$ cat config.mk
export PLATFORM = sky130hd
export DESIGN_NAME = normalizador_redondeo
export DESIGN_NICKNAME = d
export VERILOG_FILES = /design/src/rtl/normalizador_redondeo.sv
export SDC_FILE = /design/constraint.sdc
export NUM_CORES = 1
export LEC_CHECK = 0
export BUFFER_PORTS_ARGS = -buffer_cell sky130_fd_sc_hd__buf_2
export CAP_MARGIN = 25
export CORE_ASPECT_RATIO = 1.1
export CORE_UTILIZATION = 35
export CTS_CLUSTER_SIZE = 20
export DETAILED_ROUTE_END_ITERATION = 8
export PLACE_DENSITY_LB_ADDON = 0.1
export SYNTH_ARGS = -nofsm -noshare
export SYNTH_HDL_FRONTEND = slang
export SYNTH_SLANG_ARGS = --single-unit
$ cat constraint.sdc
create_clock -name i_clock -period 1.25 [get_ports i_clock]
set_input_delay 0.125 -clock i_clock [delete_from_list [all_inputs] [get_ports i_clock]]
set_output_delay 0.125 -clock i_clock [all_outputs]
set_load 0.01 [all_outputs]
$ cat src/rtl/normalizador_redondeo.sv
// normalizador_redondeo: 2-stage valid/ready normalize + round + range-check stage of the 13-bit FP multiplier
// Format {sign, exp[3:0], mant[7:0]}, bias BIAS, implicit leading 1, exponent field 0 means zero.
// Ports:
//   i_clock, i_reset (async, active-high)
//   i_valido / o_listo_entrada : upstream handshake
//   i_signo, i_exponente_suma[4:0], i_producto[17:0], i_cero : operand from the product datapath
//   o_valido / i_listo : downstream handshake
//   o_flotante[12:0], o_overflow, o_underflow : result and saturation / flush flags
// Macro NORMALIZADOR_RNE_EN: defined -> round to nearest, ties to even; undefined -> truncation.
module normalizador_redondeo #(
  parameter int BIAS = 7
) (
  input  logic        i_clock,
  input  logic        i_reset,
  input  logic        i_valido,
  output logic        o_listo_entrada,
  input  logic        i_signo,
  input  logic [4:0]  i_exponente_suma,
  input  logic [17:0] i_producto,
  input  logic        i_cero,
  output logic        o_valido,
  input  logic        i_listo,
  output logic [12:0] o_flotante,
  output logic        o_overflow,
  output logic        o_underflow
);
  logic v1, v2, s1, z1, en1, en2, n, carry, ovf, unf;
  logic signed [6:0] e1, e_n, e_r;
  logic [7:0] f1, f_n, f_r;
  logic [12:0] res;
  assign en2 = !v2 | i_listo;
  assign en1 = !v1 | en2;
  assign o_listo_entrada = en1;
  assign o_valido = v2;
  assign n = i_producto[17];
  assign f_n = n ? i_producto[16:9] : i_producto[15:8];
  // 7-bit two's complement wraps correctly for sums below BIAS
  assign e_n = 7'(i_exponente_suma) - 7'(BIAS) + 7'(n);
`ifdef NORMALIZADOR_RNE_EN
  logic g1, t1, g_n, t_n, inc;
  assign g_n = n ? i_producto[8] : i_producto[7];
  assign t_n = n ? |i_producto[7:0] : |i_producto[6:0];
  assign inc = g1 & (t1 | f1[0]);
  // a carry out of the fraction means 1.11111111 rounded up to 10.0: fraction wraps to 0, exponent bumps
  assign {carry, f_r} = {1'b0, f1} + 9'(inc);
`else
  logic unused_bits;
  assign unused_bits = ^i_producto[7:0];
  assign {carry, f_r} = {1'b0, f1};
`endif
  assign e_r = e1 + 7'(carry);
  assign ovf = !z1 & (e_r > 7'sd15);
  assign unf = !z1 & !ovf & (e_r < 7'sd1);
  assign res = (z1 | unf) ? {s1, 12'h000} : ovf ? {s1, 12'hFFF} : {s1, e_r[3:0], f_r};
  always_ff @(posedge i_clock or posedge i_reset)
    if (i_reset) begin
      v1 <= 1'b0;
      s1 <= 1'b0;
      z1 <= 1'b0;
      e1 <= '0;
      f1 <= '0;
`ifdef NORMALIZADOR_RNE_EN
      g1 <= 1'b0;
      t1 <= 1'b0;
`endif
    end else if (en1) begin
      v1 <= i_valido;
      if (i_valido) begin
        s1 <= i_signo;
        z1 <= i_cero;
        e1 <= e_n;
        f1 <= f_n;
`ifdef NORMALIZADOR_RNE_EN
        g1 <= g_n;
        t1 <= t_n;
`endif
      end
    end
  always_ff @(posedge i_clock or posedge i_reset)
    if (i_reset) begin
      v2 <= 1'b0;
      o_flotante <= '0;
      o_overflow <= 1'b0;
      o_underflow <= 1'b0;
    end else if (en2) begin
      v2 <= v1;
      if (v1) begin
        o_flotante <= res;
        o_overflow <= ovf;
        o_underflow <= unf;
      end
    end
endmodule
# [Word-level counts from Yosys, hierarchy flattened]
# Index checks and enable logic that the tools add are counted.
[totals] ram_bits=0 elab_cells=28 mem_count=0 latch_bits=0 regBits=34 in_bits=29 out_inout_bits=17 mem_bits_ro=0
[classes] reduce_logical=6 n_mux=3 add_sub_neg=2 n_lt_le_gt_ge=2 mul=0 n_eq_ne=0 shifts=0 bitwise=6 n_div=0
[op_table] operator="two-way mux 12 bit" n=2
[op_table] operator="two-way mux 8 bit" n=1
[op_table] operator="adder 6 x 2 -> 7 bit" n=1
[op_table] operator="> comparator 7 x 5 -> 1 bit, second input constant" n=1
[op_table] operator="less-than comparator 7 x 2 -> 1 bit, second input constant" n=1
[op_table] operator="subtractor 5 x 3 -> 6 bit, second input constant" n=1
[op_table] operator="logical NOT 1 bit" n=4
[op_table] operator="AND reduction 2 bit" n=2
[op_table] operator="AND 1 bit" n=3
[op_table] operator="OR 1 bit" n=3

# [Longest topological paths before layout]
# Gate-level depths: netlist of run 1.
[depth] depth_word=7 mapped_depth=6 mapped_depth_nobuf=6

# [Worst setup path before layout of run 1]
# OpenSTA, ideal clock, no wires.
[synth_path] kind="register to register" startpoint="register v2 (netlist: o_valido)" endpoint="register e1[0]" slack_ps=-20 period_less_slack_ps=1270 setup_time_ps=128 path_stages_with_launch=5 path_buffers=1 t_arrival_ps=1143 t_required_ps=1122 cell_sequence="dfrtp_1 nand3b_2 nand2_1 buf_4 mux2_1"
[synth_via] elab_chain_len=4
[synth_lines] item="start: declaration" line="27" text="logic v1, v2, s1, z1, en1, en2, n, carry, ovf, unf;"
[synth_lines] item="start signal: assignment" line="86" text="v2 <= v1;"
[synth_lines] item="logical NOT 1 bit" line="31" text="assign en2 = !v2 | i_listo;"
[synth_lines] item="OR 1 bit" line="31"
[synth_lines] item="OR 1 bit" line="32" text="assign en1 = !v1 | en2;"
[synth_lines] item="net o_listo_entrada" line="16" text="output logic o_listo_entrada,"
[synth_lines] item="AND reduction 2 bit (no source line)"
[synth_lines] item="end signal: assignment" line="71" text="e1 <= e_n;"
[synth_lines] item="end: declaration" line="28" text="logic signed [6:0] e1, e_n, e_r;"
# The timed path passes the listed nets, and every way through them passes these cells.
# A chain may end at the register's enable or synchronous reset.

# [Worst setup path in the final report of run 1]
[layout_path] startpoint="register e1[0]" endpoint="register o_flotante[6]"
[layout_via] elab_chain_len=7 word_cells_on_any_way=9 cone_classes="2 x order compare; 2 x mux; 4 x bitwise; 1 x reduce/logical"
[layout_lines] item="> comparator 7 x 5 -> 1 bit" line="52" text="assign ovf = !z1 & (e_r > 7'sd15);"
[layout_lines] item="AND 1 bit" line="52"
[layout_lines] item="logical NOT 1 bit" line="53" text="assign unf = !z1 & !ovf & (e_r < 7'sd1);"
[layout_lines] item="AND 1 bit (2 in series)" line="53"
[layout_lines] item="OR 1 bit" line="54" text="assign res = (z1 | unf) ? {s1, 12'h000} : ovf ? {s1, 12'hFFF} : {s1, e_r[3:0], f_r};"
[layout_lines] item="two-way mux 12 bit *" line="54"
[layout_lines] item="end signal: assignment" line="88" text="o_flotante <= res;"
[layout_lines] item="end: declaration" line="23" text="output logic [12:0] o_flotante,"
# Mark *: on every way between the ends. The rest lies on a longest branch, timed or not.

==> reports/results.ini, run 1 <==
[run_status]
run_status=completed

[sta]
fmax_ghz=0.800
slew_violations=0
setup_viol=0
post-route-period-util=0.999
rsz0062_at_grt=true
finalHoldViolations=0
worst_clock_skew_ns=0.00887
worst_slew_pin_slew_ns=0.428
maxSlewHeadroom=0.715
fin_crit_ns=1.25
tns_ns=0

[placement]
placed_area_um2=1970
dp_hpwl_um=2440
port_buffers=37
gp_congestion=0.716

[final_layout]
n_antenna_cell=0
fin_area_um2=2110
drive_above_1_share=0.390
syn_to_final_growth_pct=29.3
fin_nets=241

[synth]
netlist.area_leader.share=0.521
syn_nets=189
synth.top_cells.by_count=34 x dfrtp_1, 28 x nand2_1, 19 x o21ai_1
synth_ff_type=dfrtp_1
synth.distinct_cells=37
synthesis.area_um2=1630
synth.most_common_cell=dfrtp_1
postSynthCellCount=157
ys_top_cells_by_area=dfrtp_1 52%, nand2_1 6.4%, o21ai_1 5.8%
syn_area_per_cell_um2=10.4
synth_edf_count=0
yosysWarnings=0
yosysTopAreaCell=dfrtp_1
postSynth.asyncResetShare=1.00
yosysSeqAreaShare=0.521
ys_seq_elements=34

[critical_path]
path_buf_inv=0
cp.required_ns=1.42
cpLargestDelayFamily=simple AND/OR/NAND/NOR gates
worstReg2RegStart=e1[0]$_DFFE_PP0P_
worstSetupEndpointType=register
crit_start=e1[0]$_DFFE_PP0P_
start_kind=register
cp.arrival_ns=1.42
path_class=reg2reg
slowest_delay_ns=0.41
path_cells=nor4_4 -> nor2_4 -> a21oi_1 -> o21ai_1
crit_fanout=9
slowest_stage=dfrtp_1

[cts]
cts.sinks=34
clk_path_buf_depth=2
cts_setup_buffers=0
cts-root-buf=clkbuf_8
clkSlewWorstSetupHoldPaths_ns=0.07
numCtsBuffers=5
clkLatencyLatePin_ns=0.28
cts_tree=built
htreeDepth=2

[power_and_ir_drop]
ir_worst_vdd_mv=0.432
p_total_uw=3100
power.leakage_uw=0.00103
powerDensity_nw_per_um2=1470

[floorplan]
die_w_um=67.2
die_h_um=73.7
io_pins=46
floorplan.initialDensity=0.373
fp-row-count=25
die-area_um2=4950
core_region_area_um2=4380

[global_routing]
grt_pass1_wl_um=5690
grt_max_degree=35
antenna_found_initial=0
track_usage=0.154
grt_overflow=0
grt_pass1_vias=1287

[detailed_routing]
drt_iter0_drc=65
routedWlPerCell_um=12.2
finalWirelength_um=3220
first_pass_iters=4
drc=0
ant_nets=0
drt-vias-per-instance=4.84
vias=1279

[run]
maxCapViolations=0

[min_path]
hold_path_class=in2reg
hp-start=i_cero

-- cell usage in the layout (no fill, tap or decap), types with 3 or more instances in the layout --
cell type	count
a21oi_2	3
nand2_1	27
buf_2	37
buf_4	12
o21ai_1	19
ha_1	3
mux2i_1	8
inv_1	3
o21ai_2	5
clkbuf_8	6
dfrtp_1	33
mux2_1	4
a21oi_1	14
-- state kept, by name, indices dropped and copies added, names as in the netlist --
| register | flops |
|---|---|
| z1 | 1 |
| o_underflow | 1 |
| o_overflow | 1 |
| v1 | 1 |
| o_flotante | 13 |
| f1 | 8 |
| e1 | 7 |
| s1 | 1 |
| o_valido | 1 |
-- cell type report --
class / instances / area, µm²
clock buffers: 7 / 86.3
clock inverters: 1 / 5.00
well taps: 54 / 67.6
repair buffers: 52 / 317
inverters: 3 / 11.3
flip-flops and latches: 34 / 852
fillers: 453 / 2270
multi-input cells: 113 / 774
-- routing by layer --
metal | wire length, µm | global-route usage | up-vias
met1 | 1510 | 0.203 | 591
met4 | 48 | 0.0638 | 0
li1 | - | - | 653
met5 | 0 | 0 | -
met3 | 149 | 0.0466 | 6
met2 | 1520 | 0.234 | 29
-- worst paths after layout --
check | cells past startpoint | slack (ns) | endpoint
worst min register to register | 2 | 0.48 | o_flotante[7]$_DFFE_PP0P_
worst min-delay path | 2 | 0.05 | z1$_DFFE_PP0P_
min in group asynchronous | 4 | 0.47 | o_overflow$_DFFE_PP0P_
worst max register to register | 4 | 0.0007 | o_flotante[6]$_DFFE_PP0P_
max in group asynchronous | 4 | 0.45 | o_valido$_DFFE_PP0P_
worst max-delay path | 4 | 0.0007 | o_flotante[6]$_DFFE_PP0P_
-- stage by stage --
stage	setup WS [ns]	std cells	util	hold WS, ns
3_5_place_dp	-0.101	255	0.450	0.242
4_1_cts	0.00621	264	0.475	0.0386
2_1_floorplan	0.0288	157	-	0.233
5_1_grt	-0.0730	264	0.483	0.0658
6_report	0.000679	264	0.483	0.0513
3_3_place_gp	-0.0448	255	0.450	0.232
-- cell families (layout without fill, tap and decap cells) --
group                    count (synthesis)  in the layout  share of synthesized area
multiplexers                            13             13                     0.0835
AO/OA/AOI/OAI                           45             45                      0.168
adder cells (fa/ha/maj)                  3              3                     0.0230
flip-flops                              34             34                      0.521
AND/OR/NAND/NOR                         48             48                      0.150
buffers and inverters                   10             63                     0.0337
XOR/XNOR                                 4              4                     0.0214
-- power breakdown --
group / internal [µW] / switching, µW / total (µW) / leakage, µW
logic: 387 / 456 / 843 / 0.000558
registers: 1310 / 131 / 1440 / 0.000422
clock network: 444 / 374 / 818 / 0.0000482
-- what timing repair did --
| action | 4_1_cts | 5_1_grt |
|---|---|---|
| endpoints found under the hold margin | 34 | 0 |
| gates resized for setup | 2 | 7 |
| hold buffers | 1 | 0 |
| pin swaps | 0 | 1 |
| gates cloned | 0 | 0 |
| setup endpoints to repair | 13 | 15 |
No activity file was read; power rests on OpenSTA's default activity.
==> run 2: changes to the inputs <==
- BUFFER_PORTS_ARGS: -buffer_cell sky130_fd_sc_hd__buf_2 -> default
- DONT_BUFFER_PORTS: default -> 1
==> run 2 against run 1 <==
The run now ends with setup timing left. Critical endpoint is now o_flotante[1]$_DFFE_PP0P_. Die area unchanged. Sequential power grew 6%. Core utilization fell by 3.5 points.
==> reports/results.ini, run 2 (synthesis results as in run 1) <==
[power_and_ir_drop]
pwr-share-clk=0.274  ; +0.010
p_sw_frac=0.314  ; +0.00398
p_int_uw=2050  ; -4.2%
seqPwrFrac=0.512  ; +0.047
p_sw_uw=938  ; -2.4%
power.leakage_uw=0.000879  ; -15%
ir_worst_vdd_mv=0.431  ; -0.35%
combPwrFrac=0.214  ; -0.058
powerDensity_nw_per_um2=1520  ; +3.8%

[critical_path]
cp.arrival_ns=1.42  ; about the same
reg2regPathDepth=4  ; unchanged
crit_fanout=9  ; unchanged
crit_start=e1[0]$_DFFE_PP0P_
path_class=reg2reg
worstSetupEndpointType=register
r2r_slack_ns=-0.001  ; about the same
slowest_stage=dfrtp_1
path_buf_inv=0  ; unchanged
path_cells=nor4_4 -> nor2_4 -> a21oi_1 -> o21ai_1
start_kind=register
rr_endpoint=o_flotante[1]$_DFFE_PP0P_
cpLargestDelayFamily=simple AND/OR/NAND/NOR gates
cp.depth=4  ; unchanged
slowest_delay_ns=0.42  ; about the same
worstReg2RegStart=e1[0]$_DFFE_PP0P_
cp.required_ns=1.42  ; about the same
critPathCapture=o_flotante[1]$_DFFE_PP0P_

[placement]
dp_hpwl_um=2290  ; -6.3%
place_inst=214  ; -16%
place_ws_ns=-0.0898  ; +0.0114 ns
port_buffers=0  ; -100%
gp_congestion=0.684  ; -4.5%

[sta]
rsz0062_at_grt=true
worst_clock_skew_ns=0.00312  ; -0.00574 ns
slew_violations=0  ; unchanged
finalHoldViolations=0  ; unchanged
maxSlewHeadroom=0.716  ; +0.00108
worst_slew_pin_slew_ns=0.427  ; -0.00161 ns
post-route-period-util=1.00  ; +0.00162
setup_viol=2  ; +2
fmax_ghz=0.799  ; -0.16%
setup_slack_ns=-0.00134  ; -0.00202 ns
fin_crit_ns=1.25  ; +0.00202 ns

[global_routing]
grt_max_degree=35  ; unchanged
grt_pass1_vias=1144  ; -11%
track_usage=0.146  ; -0.00825
grt_pass1_wl_um=5230  ; -8.1%
antenna_found_initial=0  ; unchanged
grt_overflow=0  ; unchanged

[detailed_routing]
drt_iter0_drc=65  ; unchanged
drc=0  ; unchanged
routedWlPerCell_um=14.4  ; +18%
vias=1115  ; -13%
finalWirelength_um=3280  ; +1.6%
first_pass_iters=4  ; unchanged
ant_nets=0  ; unchanged
drt-vias-per-instance=4.91  ; +1.4%

[cts]
cts.sinks=34  ; unchanged
clk_path_buf_depth=2  ; unchanged
clkLatencyLatePin_ns=0.28  ; about the same
cts_setup_buffers=0  ; unchanged
cts-root-buf=clkbuf_8
htreeDepth=2  ; unchanged
numCtsBuffers=5  ; unchanged
clkSlewWorstSetupHoldPaths_ns=0.07  ; about the same
cts_tree=built

[final_layout]
largest_register=o_flotante
layout_common_cells=33 x dfrtp_1, 27 x nand2_1, 19 x o21ai_1, 12 x a21oi_1, 9 x buf_4
n_antenna_cell=0  ; unchanged
nFillCells=443  ; -2.2%
fin_nets=204  ; -15%
syn_to_final_growth_pct=20.1
reg_top3=o_flotante x13, f1 x8, e1 x7
largest_reg_flops=13  ; unchanged
post_layout_nonfiller_instances=227  ; -14%
mostFrequentLayoutCell=dfrtp_1
regArea_um2=852  ; unchanged
post-route-util=0.448  ; -0.0346
drive_above_1_share=0.254  ; -0.136
multi_input_area_um2=787  ; +1.6%

[min_path]
hold_path_class=in2reg
hp-start=i_producto[12]

[floorplan]
die_h_um=73.7  ; unchanged
die_w_um=67.2  ; unchanged
fp-row-count=25  ; unchanged
die-area_um2=4950  ; unchanged
core_region_area_um2=4380  ; unchanged
floorplan.initialDensity=0.373  ; unchanged
io_pins=46  ; unchanged

[run]
maxCapViolations=0  ; unchanged

[run_status]
failed_checks=setup timing
run_status=complete, but fails checks

==> run 2: metal layers <==
layer  vias up  global-route usage  routed length, µm
li1        575                   -                  -
met1       503               0.180               1530
met2        31               0.221               1500
met3         6              0.0668                197
met4         0              0.0567                 52
met5         -                   0                  0
==> run 2: worst min-delay path by stage <==
| stage | to | slack, ns | depth (start not counted) |
|---|---|---|---|
| floorplan | v1$_DFFE_PP0N_ | 0.23 | 1 |
| global placement | v1$_DFFE_PP0N_ | 0.13 | 2 |
| detailed placement | o_flotante[11]$_DFFE_PP0P_ | 0.14 | 2 |
| CTS | f1[4]$_DFFE_PP0P_ | 0.02 | 2 |
| global route | f1[4]$_DFFE_PP0P_ | 0.03 | 2 |
| finish | f1[4]$_DFFE_PP0P_ | 0.02 | 2 |
==> run 2: what timing repair did <==
item,in CTS,in global routing
setup endpoints to repair,13,13
gates resized for setup,2,9
hold buffers,4,0
hold endpoints to repair,37,0
cloned,0,1
pin swaps,0,1
==> run 2: power groups by stage <==
stage | Combinational, µW | Sequential, µW | Clock (µW)
floorplan | 443 | 1500 | 0
global placement | 565 | 1530 | 0
detailed placement | 581 | 1530 | 0
CTS | 598 | 1520 | 844
global route | 725 | 1560 | 898
finish | 640 | 1530 | 820
==> run 2: area by class of cell <==
class | instances | area share
clock inverters | 1 | 0.00255
flip-flops and latches | 34 | 0.434
repair buffers | 15 | 0.0778
inverters | 3 | 0.00574
multi-input cells | 113 | 0.401
clock buffers | 7 | 0.0440
well taps | 54 | 0.0344
==> run 2: per-stage QoR <==
step	instance area (µm²)	hold WS, ns	total power (µW)	TNS (ns)
after global placement	1760	0.131	2090	-0.524
after CTS	1900	0.0221	2960	0
after floorplan	1640	0.233	1940	0
after global routing	1960	0.0319	3180	-0.345
final	1960	0.0235	2990	-0.00216
after detailed placement	1760	0.142	2110	-0.732
==> run 3: changes to the inputs <==
- TNS_END_PERCENT: default -> 20
==> run 3 against run 2 <==
The run still ends with setup timing left. Power decreased by 0.11%. Clock skew down 0.0012 ns. Via count shrank 0.63%. Maximum frequency fell by 0.52%. Routed wire length shrank 2.9%. Final cell count decreased by 0.44%. Setup slack lost 0.0066 ns. Global-route usage stayed put. Clock power down 0.6%. First-iteration DRC count shrank 15%. Design area shrank 0.96%. Sequential power hardly changed. Critical endpoint is now o_flotante[6]$_DFFE_PP0P_.
==> reports/results.ini, run 3 (synthesis results as in run 1) <==
[run_status]
run_status=complete, but fails checks
failed_checks=setup timing

[floorplan]
io_pins=46  ; unchanged
fp-row-count=25  ; unchanged
die_h_um=73.7  ; unchanged
core_region_area_um2=4380  ; unchanged
floorplan.initialDensity=0.373  ; unchanged
die_w_um=67.2  ; unchanged
die-area_um2=4950  ; unchanged

[detailed_routing]
drt_iter0_drc=55  ; -15%
finalWirelength_um=3180  ; -2.9%
ant_nets=0  ; unchanged
routedWlPerCell_um=14.1  ; -2.5%
first_pass_iters=4  ; unchanged
vias=1108  ; -0.63%
drc=0  ; unchanged
drt-vias-per-instance=4.90  ; -0.19%

[final_layout]
nFillCells=445  ; +0.45%
largest_register=o_flotante
drive_above_1_share=0.267  ; +0.0131
layout_common_cells=33 x dfrtp_1, 27 x nand2_1, 19 x o21ai_1, 13 x a21oi_1, 9 x buf_4
mostFrequentLayoutCell=dfrtp_1
fin_nets=203  ; -0.49%
fin_area_um2=1940  ; -0.96%
reg_top3=o_flotante x13, f1 x8, e1 x7
multi_input_area_um2=793  ; +0.79%
regArea_um2=852  ; unchanged
syn_to_final_growth_pct=18.9
n_antenna_cell=0  ; unchanged
largest_reg_flops=13  ; unchanged

[power_and_ir_drop]
p_int_uw=2060  ; +0.33%
p_sw_frac=0.311  ; -0.00304
combPwrFrac=0.215  ; about the same
pwr-share-clk=0.273  ; about the same
seqPwrFrac=0.512  ; about the same
powerDensity_nw_per_um2=1540  ; +0.85%
p_sw_uw=928  ; -1.1%
power.leakage_uw=0.000881  ; +0.24%
ir_worst_vdd_mv=0.430  ; -0.17%

[critical_path]
worstReg2RegStart=e1[0]$_DFFE_PP0P_
reg2regPathDepth=4  ; unchanged
cp.arrival_ns=1.42  ; about the same
critPathCapture=o_flotante[6]$_DFFE_PP0P_
start_kind=register
r2r_slack_ns=-0.008  ; about the same
crit_fanout=9  ; unchanged
path_class=reg2reg
crit_start=e1[0]$_DFFE_PP0P_
rr_endpoint=o_flotante[6]$_DFFE_PP0P_
worstSetupEndpointType=register
cp.required_ns=1.42  ; about the same

[cts]
clk_path_buf_depth=2  ; unchanged
clkLatencyLatePin_ns=0.28  ; about the same
cts-root-buf=clkbuf_8
cts_tree=built
cts.sinks=34  ; unchanged
clkSlewWorstSetupHoldPaths_ns=0.07  ; about the same
numCtsBuffers=5  ; unchanged
htreeDepth=2  ; unchanged

[global_routing]
grt_max_degree=35  ; unchanged
antenna_found_initial=0  ; unchanged
grt_overflow=0  ; unchanged
track_usage=0.146  ; unchanged
grt_pass1_wl_um=5230  ; unchanged
grt_pass1_vias=1144  ; unchanged

[min_path]
hold_path_class=in2reg

[sta]
fmax_ghz=0.795  ; -0.52%
worst_slew_pin_slew_ns=0.429  ; +0.00202 ns
setup_slack_ns=-0.00791  ; -0.00657 ns
worst_clock_skew_ns=0.00188  ; -0.00125 ns
slew_violations=0  ; unchanged
rsz0062_at_grt=true
finalHoldViolations=0  ; unchanged
setup_viol=1  ; -1
maxSlewHeadroom=0.714  ; -0.00135
fin_crit_ns=1.26  ; +0.00657 ns
post-route-period-util=1.01  ; +0.00525

[placement]
place_ws_ns=-0.0898  ; unchanged
gp_congestion=0.684  ; unchanged
placed_area_um2=1760  ; unchanged
dp_hpwl_um=2290  ; unchanged
port_buffers=0  ; unchanged

[run]
maxCapViolations=0  ; unchanged

run 3: final cells by class:
cell class	instances	area share
sequential	34	0.439
multi-input combinational	113	0.408
timing repair buffer	14	0.0657
clock buffer	7	0.0444
tap	54	0.0348
inverter	3	0.00580
clock inverter	1	0.00258
run 3: routing by layer:
layer	up-vias	global-route usage	wire [µm]
met4	0	0.0567	49
met1	498	0.180	1530
met5	-	0	0
met3	6	0.0668	201
li1	571	-	-
met2	33	0.221	1400
run 3: worst min-delay path by stage:
stage	start	to	cells after the start
after floorplan	i_valido	v1$_DFFE_PP0N_	1
after global placement	i_reset	v1$_DFFE_PP0N_	2
after detailed placement	i_reset	o_flotante[11]$_DFFE_PP0P_	2
after CTS	i_producto[12]	f1[4]$_DFFE_PP0P_	2
after global routing	i_producto[12]	f1[4]$_DFFE_PP0P_	2
final	i_producto[12]	f1[4]$_DFFE_PP0P_	2
run 3: critical path: stages, from the launching register on:
cell	delay, ns
dfrtp_1	0.42
nor4_4	0.34
nor2_4	0.11
a21oi_1	0.20
o21ai_1	0.07
run 3: power groups by stage:
stage	Clock, µW	Sequential (µW)	Combinational (µW)
floorplan	0	1500	443
global placement	0	1530	565
detailed placement	0	1530	581
CTS	844	1520	598
global route	898	1560	726
finish	815	1530	642
run 3: through the flow:
stage	cells	hold WS, ns	setup TNS, ns	power (µW)	utilization
final	226	0.0246	-0.00791	2990	0.444
after global routing	226	0.0319	-0.340	3180	0.444
after CTS	226	0.0221	0	2960	0.433
after detailed placement	214	0.142	-0.732	2110	0.401
after global placement	214	0.131	-0.524	2090	0.401
after floorplan	157	0.233	0	1940	-
run 3: repair_timing:
| action | in CTS | in global routing |
|---|---|---|
| pin swaps | 0 | 2 |
| setup endpoints to repair | 13 | 13 |
| resized for setup | 2 | 11 |
| endpoints found under the hold margin | 37 | 0 |
| hold buffers | 4 | 0 |
| buffers inserted | 0 | 0 |
